==> config.mk <==
export PLATFORM = sky130hd
export DESIGN_NAME = rpn_stack_controller
export DESIGN_NICKNAME = d
export VERILOG_FILES = /design/src/rtl/rpn_stack_controller.sv
export SDC_FILE = /design/constraint.sdc
export NUM_CORES = 1
export LEC_CHECK = 0
export CAP_MARGIN = 20
export CORE_MARGIN = 4
export CORE_UTILIZATION = 55
export CTS_CLUSTER_SIZE = 25
export DETAILED_ROUTE_END_ITERATION = 8
export PLACE_DENSITY_LB_ADDON = 0.1
export SLEW_MARGIN = 20
export SYNTH_ARGS = -nofsm -noshare
export SYNTH_HDL_FRONTEND = slang
export SYNTH_SLANG_ARGS = --single-unit
==> constraint.sdc <==
create_clock -name i_clk -period 6.8 [get_ports i_clk]
set_clock_uncertainty 0.2 [all_clocks]
set_input_delay 1.36 -clock i_clk [delete_from_list [all_inputs] [get_ports i_clk]]
set_output_delay 1.36 -clock i_clk [all_outputs]
set_load 0.01 [all_outputs]
==> src/rtl/rpn_stack_controller.sv <==
// rpn_stack_controller: register stack of DEPTH operands for reverse-Polish
// entry. It takes push, binary-operation and undo commands. Every accepted
// command occupies one action cycle and then returns to IDLE. One level of
// operation undo is kept in a pair of saved-operand registers.
module rpn_stack_controller #(
  parameter  int WIDTH = 16,
  parameter  int DEPTH = 4,
  localparam int DW    = $clog2(DEPTH + 1)
) (
  input  logic             i_clk,
  input  logic             i_reset,
  input  logic             i_enter_pulse,
  input  logic             i_op_pulse,
  input  logic             i_undo,
  input  logic [WIDTH-1:0] i_data_in,
  input  logic [1:0]       i_op_code,
  output logic [WIDTH-1:0] o_top,
  output logic [DW-1:0]    o_depth,
  output logic [3:0]       o_flags,
  output logic [1:0]       o_err_code,
  output logic             o_busy,
  output logic [2:0]       o_status
);

  localparam int IW = $clog2(DEPTH);

  typedef enum logic [2:0] {
    S_IDLE    = 3'b000,
    S_PUSH    = 3'b001,
    S_POP     = 3'b010,
    S_EXEC    = 3'b011,
    S_RESTORE = 3'b100,
    S_ERROR   = 3'b111
  } state_t;

  typedef enum logic [1:0] {
    LA_NONE = 2'd0,
    LA_PUSH = 2'd1,
    LA_EXEC = 2'd2
  } last_t;

  state_t           r_state;
  last_t            r_last;
  logic [DW-1:0]    r_depth;
  logic [3:0]       r_flags;
  logic [1:0]       r_err;
  logic [WIDTH-1:0] r_saved_a;
  logic [WIDTH-1:0] r_saved_b;
  logic [WIDTH-1:0] r_stack [DEPTH];

  // Slot indices relative to the current depth. They are only used when the
  // command decode has confirmed that the slot is valid.
  logic [IW-1:0]    w_top_idx;
  logic [IW-1:0]    w_sec_idx;
  logic [IW-1:0]    w_push_idx;
  logic [WIDTH-1:0] w_a;
  logic [WIDTH-1:0] w_b;
  assign w_top_idx  = IW'(r_depth - DW'(1));
  assign w_sec_idx  = IW'(r_depth - DW'(2));
  assign w_push_idx = IW'(r_depth);
  assign w_a        = r_stack[w_sec_idx];
  assign w_b        = r_stack[w_top_idx];

  // Command decode. Enter has the highest priority, then Op, then Undo.
  // Pulses are honoured only in IDLE.
  logic w_idle, w_cmd_enter, w_cmd_op, w_cmd_undo;
  logic w_do_push, w_do_exec, w_do_restore, w_do_pop;
  logic w_err_ovf, w_err_und, w_err_empty;
  assign w_idle       = (r_state == S_IDLE);
  assign w_cmd_enter  = w_idle & i_enter_pulse;
  assign w_cmd_op     = w_idle & ~i_enter_pulse & i_op_pulse;
  assign w_cmd_undo   = w_idle & ~i_enter_pulse & ~i_op_pulse & i_undo;
  assign w_err_ovf    = w_cmd_enter & (r_depth == DW'(DEPTH));
  assign w_do_push    = w_cmd_enter & (r_depth != DW'(DEPTH));
  assign w_err_und    = w_cmd_op & (r_depth < DW'(2));
  assign w_do_exec    = w_cmd_op & (r_depth >= DW'(2));
  assign w_do_restore = w_cmd_undo & (r_last == LA_EXEC);
  assign w_err_empty  = w_cmd_undo & (r_last != LA_EXEC) & (r_depth == '0);
  assign w_do_pop     = w_cmd_undo & (r_last != LA_EXEC) & (r_depth != '0);

  // ALU on the top two entries; flags packed as {N,Z,C,V}.
  logic [WIDTH-1:0] w_result;
  logic [WIDTH:0]   w_ext;
  logic             w_c, w_v;
  always_comb begin
    w_ext    = '0;
    w_result = '0;
    w_c      = 1'b0;
    w_v      = 1'b0;
    case (i_op_code)
      2'b00: begin
        w_ext    = {1'b0, w_a} + {1'b0, w_b};
        w_result = w_ext[WIDTH-1:0];
        w_c      = w_ext[WIDTH];
        w_v      = (w_a[WIDTH-1] == w_b[WIDTH-1]) && (w_result[WIDTH-1] != w_a[WIDTH-1]);
      end
      2'b01: begin
        w_ext    = {1'b0, w_a} - {1'b0, w_b};
        w_result = w_ext[WIDTH-1:0];
        // The top bit of the extended difference is the borrow, so the
        // carry flag is its complement (set when A >= B unsigned).
        w_c      = ~w_ext[WIDTH];
        w_v      = (w_a[WIDTH-1] != w_b[WIDTH-1]) && (w_result[WIDTH-1] != w_a[WIDTH-1]);
      end
      2'b10:   w_result = w_a & w_b;
      default: w_result = w_a | w_b;
    endcase
  end

  // Each stack entry is written directly from the command decode. Entries
  // have no reset because slots above the depth are never observed.
  generate
    for (genvar gi = 0; gi < DEPTH; gi++) begin : g_entry
      // Write the entry selected by a push, an operation result or an undo restore.
      always_ff @(posedge i_clk) begin
        if (w_do_push && (w_push_idx == IW'(gi)))
          r_stack[gi] <= i_data_in;
        else if (w_do_exec && (w_sec_idx == IW'(gi)))
          r_stack[gi] <= w_result;
        else if (w_do_restore && (w_top_idx == IW'(gi)))
          r_stack[gi] <= r_saved_a;
        else if (w_do_restore && (w_push_idx == IW'(gi)))
          r_stack[gi] <= r_saved_b;
      end
    end
  endgenerate

  // Control FSM. Depth, flags, error code and undo state update on the
  // accepting edge. Each action state lasts exactly one cycle.
  always_ff @(posedge i_clk or posedge i_reset) begin
    if (i_reset) begin
      r_state   <= S_IDLE;
      r_last    <= LA_NONE;
      r_depth   <= '0;
      r_flags   <= '0;
      r_err     <= 2'b00;
      r_saved_a <= '0;
      r_saved_b <= '0;
    end else if (!w_idle) begin
      r_state <= S_IDLE;
    end else if (w_err_ovf || w_err_und || w_err_empty) begin
      r_state <= S_ERROR;
      r_err   <= w_err_ovf ? 2'b01 : (w_err_und ? 2'b10 : 2'b11);
    end else if (w_do_push) begin
      r_state <= S_PUSH;
      r_err   <= 2'b00;
      r_depth <= r_depth + DW'(1);
      r_last  <= LA_PUSH;
    end else if (w_do_exec) begin
      r_state   <= S_EXEC;
      r_err     <= 2'b00;
      r_depth   <= r_depth - DW'(1);
      r_last    <= LA_EXEC;
      r_saved_a <= w_a;
      r_saved_b <= w_b;
      r_flags   <= {w_result[WIDTH-1], (w_result == '0), w_c, w_v};
    end else if (w_do_restore) begin
      r_state <= S_RESTORE;
      r_err   <= 2'b00;
      r_depth <= r_depth + DW'(1);
      r_last  <= LA_NONE;
    end else if (w_do_pop) begin
      r_state <= S_POP;
      r_err   <= 2'b00;
      r_depth <= r_depth - DW'(1);
      r_last  <= LA_NONE;
    end
  end

  assign o_top      = (r_depth != '0) ? r_stack[w_top_idx] : '0;
  assign o_depth    = r_depth;
  assign o_flags    = r_flags;
  assign o_err_code = r_err;
  assign o_busy     = (r_state != S_IDLE);
  assign o_status   = r_state;

endmodule

# Word level (Yosys, flattened, before mapping)

Memory sizes are Yosys's and may differ from the RTL's.
Cells that the tools add are included.

$add $sub $neg: 5
Order comparisons: 2
Eq/ne operators: 20
Muxes and demuxes: 97
Bitwise gates (word level): 32
Reductions and logical operators: 36

Operator list:

| cell               | number |
|---|---|
| $mux 16            | 15 |
| $mux 1             | 59 |
| $pmux 16 s3        | 1 |
| $reduce_or 16->1   | 2 |
| $mux 3             | 10 |
| $mux 2             | 10 |
| $logic_and 1x1->1  | 18 |
| $add 16x16->17     | 1 |
| $sub 16x16->17     | 1 |
| $and 16x16->16     | 1 |
| $eq 2x2->1 const B | 8 |
| $logic_not 16->1   | 1 |
| $or 16x16->16      | 1 |
| $and 1x1->1        | 13 |
| $or 1x1->1         | 12 |
| $eq 2x1->1 const B | 4 |
| $logic_not 2->1    | 4 |
| $logic_not 3->1    | 2 |
| $ne 6x1->1 const B | 1 |
| $reduce_bool 3->1  | 2 |
| $not 1->1          | 5 |
| $reduce_bool 5->1  | 1 |
| $pmux 1 s2         | 2 |
| $reduce_and 4->1   | 1 |
| other kinds (14)   | 17 |

Bits in registers: 46
Bits in writable memories: 64
Input port bits: 23
Output and inout port bits: 29
Logic and storage cells: 200
Memories kept: 1

Memories:

| name    | depth | width | read ports | clocked after memory_dff | wr ports | line | text |
|---|---|---|---|---|---|---|---|
| r_stack | 4     | 16    | 2          | 0                        | 2        | 49   | `logic [WIDTH-1:0] r_stack [DEPTH];` |

# Depth between registers and ports, before layout

Gate-level depths: netlist of run 1.

Word-level depth: 14
Gate-level depth with buffers: 20
Gate-level depth less buffers: 15

# Worst setup path before layout of run 1

Ideal clock, no wire load.

Path type: register to register
Start point: register r_depth[0] (netlist: o_depth[0])
End point: memory r_stack[0][10] (data pin)
Library setup time: 0.269 ns
Data arrival time: 5.504 ns
Required time: 6.331 ns
Slack: 0.827 ns
Cell stages (with the launch flop): 20
Path buffers: 5
Clock period less this slack: 5.973 ns
Cell sequence: dfrtp_1 -> buf_2 -> buf_1 -> clkbuf_1 -> inv_1 -> ha_1 -> clkbuf_1 -> clkbuf_1 -> mux4_2 -> inv_1 -> ha_1 -> nor2b_2 -> a2111o_1 -> a311oi_1 -> o21ai_1 -> and3_1 -> o31ai_4 -> o211ai_1 -> o21ai_0 -> o21ai_0

RTL lines:

| element                | line | text |
|---|---|---|
| from (decl)            | 44   | `logic [DW-1:0] r_depth;` |
| from (signal assigned) | 147  | `r_depth <= r_depth + DW'(1);` |
| from (signal assigned) | 152  | `r_depth <= r_depth - DW'(1);` |
| from (signal assigned) | 160  | `r_depth <= r_depth + DW'(1);` |
| to (decl)              | 49   |  |

==> metrics.md, run 1 <==
| Metric | Value |
|---|---|
| Run status | completed |
| Core area | 16,000 sq um |
| WL per Instance | 22.8 microns |
| CP Cell Sequence | inv_1, ha_1, buf_4, mux4_2, inv_1, ha_1, nor2_1, a211oi_1, o311ai_0, a21boi_0, o31ai_1, nand3_1, a21oi_1, a21oi_1, a21oi_1 |
| Crit path time final | 5340 ps |
| Register bit count reported by yosys | 110 |
| Setup TNS | 0 ps |
| Root Driver | clkbuf_16 |
| H-tree depth | 3 |
| Worst-path clk slew | 70 ps |
| Initial antenna violation count | 0 |
| Clock buffer count from CTS | 9 |
| Final #Nets | 1,096 |
| Starting Density | 0.565 |
| Largest cells by area after synthesis | edfxtp_1 21%, dfrtp_1 13%, mux4_2 8.2% |
| Worst Hold Depth | 2 |
| Buffers on Ports | 51 |
| Design Area, Final | 9980 sq um |
| R2r setup slk | 1460 ps |
| Synth top area share | 0.213 |
| Largest net degree at the start of global routing | 73 |
| Share of layout cells above drive strength 1 | 0.101 |
| Post-CTS Setup Inserts | 0 |
| Die area | 18,500 sq um |
| MaxCap Viol Count | 0 |
| Most frequent cell after synthesis | nand2_1 |
| Worst-path maximum fanout | 10 |
| Synthesized netlist cell count | 1,010 |
| Fraction of registers with async set/reset | 0.418 |
| Clock Path Buffers | 2 |
| Area of the mapped netlist | 9040 sq um |
| CP max-delay cell | o31ai_1 |
| Hold worst-path end | r_last[1] |
| CTS Hold Bufs | 0 |
| Critical path startpoint category | flip-flop |
| DRT Pass-1 Iters | 7 |
| Vias/cell | 6.59 |
| Final count of pins violating max slew | 0 |
| CTS tree | done |
| Hpwl dp | 20.0 mm |
| R2R cell count | 15 |
| ANT nets after route | 0 |
| Syn Nets | 1,092 |
| Endpoints failing setup | 0 |
| Synth Area per Inst | 8.95 sq um |
| Synth cell types | 88 |
| Slew @ Worst Pin | 1060 ps |
| CP dominant cell by count | a21oi_1 |
| Fill cells | 1,428 |
| Hold path startpoint | r_last[1] |
| EDFF count, synth | 64 |
| Die W | 136 microns |
| First-pass GRT wire length | 44.0 mm |
| Row cnt | 46 |
| Setup CP Type | flip-flop to flip-flop |
| Cells after DPL | 1,218 |
| DRC | 0 |
| Routed vias | 8,136 |
| Final Non-Filler Cells | 1,235 |
| Final hold vios | 0 |
| Slew headroom | 0.289 |
| Drt total wl | 28.2 mm |
| Clk sinks | 110 |
| Global-route usage over all layers | 0.312 |
| I/O pin cnt | 52 |
| DR iter-0 viols | 1,263 |
| Ant. Diodes | 0 |
| Clk_lat worst skew | 360 ps |
| Dpl cell area | 9610 sq um |
| Unrepaired setup endpoints after global routing | no |
| Yosys warnings | 0 |
| Max stage delay on crit path | 900 ps |
| CP Capture Type | flip-flop |
| CP arrival | 5330 ps |
| Crit share post-route | 0.785 |
| Hold slack | 285 ps |
| GR Overflow Total | 0 |
| Ys flop type | edfxtp_1 |
| Top cells by instance count after synthesis | 159 x nand2_1, 92 x o21ai_0, 78 x a21oi_1 |
| Area grow syn2layout | 10.4% |
| Die H | 136 microns |
| CTS resizes | 0 |
| Gp weighted congestion | 0.942 |
| Synth area leader | edfxtp_1 |
| Vias in the first global route | 7,620 |
| Register area share after synthesis | 0.340 |
| Fmax | 187 MHz |
| Reg2reg end | r_stack[0][6] |
| Worst hold path class | flip-flop to flip-flop |
| Worst r2r src | o_depth[0] |
| Worst Path Required | 6790 ps |
-- critical path: cells and delay by family, from the launching register on --
kind	cells	cell delay, ps
simple gates	2	510
buf+inv	3	530
mux	1	550
fa+ha+maj	2	1040
flops	1	360
compound gates	7	1980
-- cell families after synthesis --
kind of cell / count (synthesis) / share of synthesized area
AO/OA/AOI/OAI: 321 / 0.238
XOR/XNOR: 8 / 0.00775
adder cells (fa/ha/maj): 59 / 0.0833
buffers and inverters: 129 / 0.0591
flip-flops: 110 / 0.340
multiplexers: 49 / 0.100
AND/OR/NAND/NOR: 334 / 0.172
-- routing by layer --
metal,track usage,vias up,share of wire
met2,0.472,526,0.44
met3,0.0592,57,0.12
li1,-,3715,-
met5,0,-,0
met1,0.462,3838,0.41
met4,0.0795,0,0.021
-- registers in the layout (all words and copies together) (netlist names) --
register	flops
o_depth	3
o_err_code	2
o_flags	4
o_status	3
r_last	2
r_saved_a	16
r_saved_b	16
r_stack	64
-- per-stage QoR --
stage                util  setup slack (ps)
floorplan               -               827
global placement    0.599              1690
detailed placement  0.600              1640
CTS                 0.623              1580
global route        0.624              1120
finish              0.624              1460
-- area by class of cell --
cell class | instances | area, sq um | area share
Timing Repair Buffer | 64 | 623 | 0.0625
Clock buffer | 9 | 225 | 0.0226
Sequential cell | 110 | 3070 | 0.308
Multi-Input combinational cell | 771 | 5440 | 0.545
Tap cell | 216 | 270 | 0.0271
Inverter | 58 | 218 | 0.0218
Clock inverter | 7 | 131 | 0.0132
-- placed cells by master (no fill, tap or decap), types with 8 or more instances in the layout --
master,count
a21o_1,9
a21oi_1,78
dfrtp_1,45
ha_1,57
buf_4,11
clkbuf_16,9
mux4_2,33
nor2_1,75
edfxtp_1,64
clkdlybuf4s50_1,50
mux2i_1,13
nor3_1,15
o21bai_1,8
nand3_1,23
xnor2_1,8
inv_1,54
a31oi_1,11
o211ai_1,26
a222oi_1,14
o21ai_0,91
o21ai_1,8
a211oi_1,8
o31ai_1,11
nand2_1,159
nand2b_1,8
-- worst max-delay path by stage --
stage               cells after the start        from        endpoint
global placement                       15  o_depth[0]   r_stack[0][6]
finish                                 15  o_depth[0]   r_stack[0][6]
CTS                                    15  o_depth[0]   r_stack[0][6]
detailed placement                     15  o_depth[0]   r_stack[3][9]
global route                           15  o_depth[1]   r_stack[0][6]
floorplan                              19  o_depth[0]  r_stack[0][10]
Power of run 1 is not shown: default switching activity piles up to over one toggle a cycle in this logic, so the estimate is an artifact.
==> inputs of run 2 (changes only) <==
==> constraint.sdc (replaced) <==
create_clock -name i_clk -period 5.1 [get_ports i_clk]
set_clock_uncertainty 0.2 [all_clocks]
set_input_delay 1.02 -clock i_clk [delete_from_list [all_inputs] [get_ports i_clk]]
set_output_delay 1.02 -clock i_clk [all_outputs]
set_load 0.01 [all_outputs]
==> run 2 against run 1 <==
Net effect: non-clock buffer count rose by 19; register-to-register slack lost 1200 ps; first-iteration DRC count down 5.4%; highest routed layer unchanged.
==> metrics.md, run 2 (synthesis gave the netlist of run 1 again) <==
| Metric | Value |
|---|---|
| Unrepaired setup endpoints after global routing | no |
| Share of layout cells above drive strength 1 | 0.116 |
| Biggest register | r_stack |
| Area grow syn2layout | 11.0% |
| Setup CP Type | flip-flop to flip-flop |
| Worst r2r src | o_depth[0] |
| CTS Hold Bufs | 0 |
| Final Core Density | 0.627 |
| Vias in the first global route | 7,691 |
| ANT nets after route | 0 |
| Fmax | 209 MHz |
| Root Driver | clkbuf_16 |
| Global-route usage over all layers | 0.314 |
| Die H | 136 microns |
| Crit share post-route | 0.939 |
| Final count of pins violating max slew | 0 |
| DRT Pass-1 Iters | 8 |
| GR Overflow Total | 0 |
| Slew @ Worst Pin | 1110 ps |
| Starting Density | 0.565 |
| Routed vias | 8,309 |
| Row cnt | 46 |
| Reg2reg end | o_flags[2] |
| Clk sinks | 110 |
| Setup TNS | 0 ps |
| Die W | 136 microns |
| Hold slack | 280 ps |
| Largest net degree at the start of global routing | 73 |
| Drt total wl | 28.6 mm |
| CTS resizes | 0 |
| WL per Instance | 22.8 microns |
| Critical path startpoint category | flip-flop |
| CP startpoint | o_depth[0] |
| Clock Path Buffers | 2 |
| Worst hold path class | flip-flop to flip-flop |
| Fill cells | 1,424 |
| Max FFs per register | 64 |
| Met2 WL | 12.6 mm |
| Final #Nets | 1,115 |
| Post-CTS Setup Inserts | 0 |
| Met3 wire length | 3.19 mm |
| Buffers on Ports | 51 |
| Register area | 3070 sq um |
| MaxCap Viol Count | 0 |
| Endpoints failing setup | 0 |
| Die area | 18,500 sq um |
| Largest regs | r_stack: 64 flops, r_saved_a: 16 flops, r_saved_b: 16 flops |
| Most common cell after layout, fill and taps aside | nand2_1 |
| First-pass GRT wire length | 44.4 mm |
| Core area | 16,000 sq um |
| Hpwl dp | 20.2 mm |
| Worst-path maximum fanout | 37 |
| Vias/cell | 6.63 |
| R2r setup slk | 310 ps |
| Gp weighted congestion | 0.914 |
| CP arrival | 4850 ps |
| DRC | 0 |
| Slew headroom | 0.258 |
| Clk_lat worst skew | 360 ps |
| Ant. Diodes | 0 |
| I/O pin cnt | 52 |
| Crit path time final | 4790 ps |
| H-tree depth | 3 |
| DR top layer | met4 |
| Worst-path clk slew | 80 ps |
| Multi-input gate area | 5440 sq um |
| DR iter-0 viols | 1,195 |
| CP Capture Type | flip-flop |
| CTS tree | done |
| Clock buffer count from CTS | 9 |
| Run status | completed |
| Final hold vios | 0 |
| Worst Path Required | 5170 ps |
| R2R cell count | 15 |
| CP endpoint | o_flags[2] |
| Initial antenna violation count | 0 |
| Highest-count cells in the layout ignoring fill and taps | 159 x nand2_1, 92 x o21ai_0, 78 x a21oi_1 |
| Wire length on met1 | 11.9 mm |
-- run 2: changes by cell type in the layout (fill, tap and decap cells not counted), sizes merged --
cell / before / now
buf: 14 / 33
bufinv: 3 / 0
clkinvlp: 0 / 2
clkbuf: 9 / 10
-- run 2: layout make-up --
class                   instances  share of cell area
well taps                     216              0.0269
multi-input cells             771               0.542
flip-flops and latches        110               0.306
repair buffers                 83              0.0756
inverters                      58              0.0217
clock inverters                 6             0.00474
clock buffers                  10              0.0228
-- run 2: how the worst min path moves through the flow --
stage                 endpoint  slack (ps)  cells past startpoint  startpoint
CTS                  r_last[0]         280                      1   r_last[0]
global route         r_last[0]         330                      1   r_last[0]
global placement    o_flags[1]         260                      2  o_flags[1]
finish               r_last[0]         280                      1   r_last[0]
detailed placement   r_last[0]         270                      1   r_last[0]
floorplan            r_last[0]         240                      1   r_last[0]
-- run 2: routing by layer --
metal,GRT usage,vias up
met2,0.465,558
met3,0.0618,70
met4,0.105,0
met1,0.463,3934
li1,-,3747
met5,0,-
-- run 2: worst max-delay path, stage by stage (launching register included) --
cell	delay, ps
dfrtp_2	350
buf_4	530
mux4_2	600
inv_1	120
ha_1	180
inv_1	60
fa_1	370
nor2b_1	160
o21ai_1	360
a21oi_1	160
or4_4	540
a31oi_4	260
and2_1	160
nand4_1	80
nand4bb_1	280
o31ai_2	230
-- run 2: stage by stage --
stage               worst slack (ps)  instances  area (sq um)
global route                    71.1       1254         10000
global placement                 420       1238          9760
floorplan                       28.3       1010          9050
CTS                              335       1254         10000
detailed placement               361       1238          9760
finish                           313       1254         10000
Power of run 2 is left out for the same reason.
==> inputs of run 3 (changes only) <==
--- a/config.mk
+++ b/config.mk
@@ -10,6 +10,7 @@
 export CORE_UTILIZATION = 55
 export CTS_CLUSTER_SIZE = 25
 export DETAILED_ROUTE_END_ITERATION = 8
+export GPL_ROUTABILITY_DRIVEN = 0
 export PLACE_DENSITY_LB_ADDON = 0.1
 export SLEW_MARGIN = 20
 export SYNTH_ARGS = -nofsm -noshare
==> run 3 against run 2 <==
Net effect: wire length fell by 0.15%; global-route usage rose by 0.15 points; sequential cell count did not move; via count rose by 0.61%; highest routed layer unchanged; critical path type unchanged; setup slack improved by 1.5 ps.
==> metrics.md, run 3 (synthesis gave the netlist of run 1 again) <==
| Metric | Value |
|---|---|
| Slew headroom | 0.239 |
| Final #Nets | 1,115 |
| Vias/cell | 6.67 |
| Most common cell after layout, fill and taps aside | nand2_1 |
| Post-CTS Setup Inserts | 0 |
| Setup TNS | 0 ps |
| Largest regs | r_stack: 64 flops, r_saved_a: 16 flops, r_saved_b: 16 flops |
| Clk sinks | 110 |
| Fill cells | 1,423 |
| Max stage delay on crit path | 570 ps |
| Final Non-Filler Cells | 1,254 |
| Buffers on Ports | 51 |
| Slew @ Worst Pin | 1140 ps |
| Worst Path Required | 4990 ps |
| Core area | 16,000 sq um |
| Endpoints failing setup | 0 |
| GR Overflow Total | 0 |
| CTS Hold Bufs | 0 |
| I/O pin cnt | 52 |
| CP arrival | 4680 ps |
| Final hold vios | 0 |
| WL per Instance | 22.7 microns |
| Starting Density | 0.565 |
| DRT Pass-1 Iters | 6 |
| Cells after DPL | 1,238 |
| CP max-delay cell | mux4_2 |
| Final count of pins violating max slew | 0 |
| Clock buffer count from CTS | 9 |
| Register area | 3070 sq um |
| Die W | 136 microns |
| Worst hold path class | flip-flop to flip-flop |
| Worst-path clk slew | 90 ps |
| Largest net degree at the start of global routing | 73 |
| CP Cell Sequence | inv_1, ha_1, buf_4, mux4_2, inv_1, ha_1, o21ba_1, a2111o_1, a31o_2, a21oi_2, o2111ai_1, nand3_1, xnor2_1, o21ai_1, o211ai_1 |
| Area grow syn2layout | 11.4% |
| Row cnt | 46 |
| CTS resizes | 0 |
| Fmax | 209 MHz |
| CP Capture Type | flip-flop |
| Clk_lat worst skew | 370 ps |
| Clock Path Buffers | 2 |
| Pre-CTS setup slack | 408 ps |
| Global-route usage over all layers | 0.316 |
| Run status | completed |
| Routed vias | 8,360 |
| DR iter-0 viols | 1,213 |
| CP startpoint | o_depth[0] |
| Multi-input gate area | 5440 sq um |
| Unrepaired setup endpoints after global routing | no |
| H-tree depth | 3 |
| Max FFs per register | 64 |
| DRC | 0 |
| Root Driver | clkbuf_16 |
| Die area | 18,500 sq um |
| Highest-count cells in the layout ignoring fill and taps | 159 x nand2_1, 92 x o21ai_0, 78 x a21oi_1 |
| Ant. Diodes | 0 |
| Worst r2r src | o_depth[0] |
| Vias in the first global route | 7,877 |
| Drt total wl | 28.5 mm |
| Worst-path maximum fanout | 12 |
| Share of layout cells above drive strength 1 | 0.118 |
| Crit share post-route | 0.938 |
| MaxCap Viol Count | 0 |
| Hold path startpoint | r_last[0] |
| Final WS setup | 315 ps |
| CTS tree | done |
| First-pass GRT wire length | 44.5 mm |
| ANT nets after route | 0 |
| Die H | 136 microns |
| Setup CP Type | flip-flop to flip-flop |
| Crit path time final | 4790 ps |
| Biggest register | r_stack |
| Critical path startpoint category | flip-flop |
| Initial antenna violation count | 0 |
| Hpwl dp | 20.1 mm |
[run 3: worst max-delay path: cells and delay by family (launching register included)]
family	cells	cell delay, ps
AO/OA/AOI/OAI	7	1980
XOR/XNOR	1	90
adder cells (fa/ha/maj)	2	590
buffers and inverters	3	560
flip-flops	1	360
multiplexers	1	570
AND/OR/NAND/NOR	1	140
[run 3: routing by layer]
| layer | track usage | vias up | share of wire |
|---|---|---|---|
| li1 | - | 3745 | - |
| met1 | 0.462 | 3981 | 0.41 |
| met2 | 0.471 | 556 | 0.45 |
| met3 | 0.0514 | 78 | 0.11 |
| met4 | 0.122 | 0 | 0.030 |
| met5 | 0 | - | 0 |
[run 3: worst paths after layout]
kind,end,slack [ps],cells after the start
setup / recovery,r_stack[3][15],310,15
hold / removal,r_last[0],280,1
setup reg to reg,r_stack[3][15],310,15
hold reg to reg,r_last[0],280,1
max in group asynchronous,o_depth[0],3100,3
min in group asynchronous,o_flags[0],790,2
[run 3: cell type report]
type	instances	area share
multi-input cells	771	0.540
flip-flops and latches	110	0.305
repair buffers	83	0.0741
well taps	216	0.0269
clock buffers	10	0.0249
inverters	58	0.0216
clock inverters	6	0.00696
[run 3: stage by stage]
step                hold slack, ps   util  cell area (sq um)
floorplan                      241      -               9050
global placement               253  0.609               9740
detailed placement             257  0.609               9740
CTS                            277  0.629              10100
global route                   280  0.629              10100
finish                         276  0.629              10100
Power of run 3 is left out for the same reason.
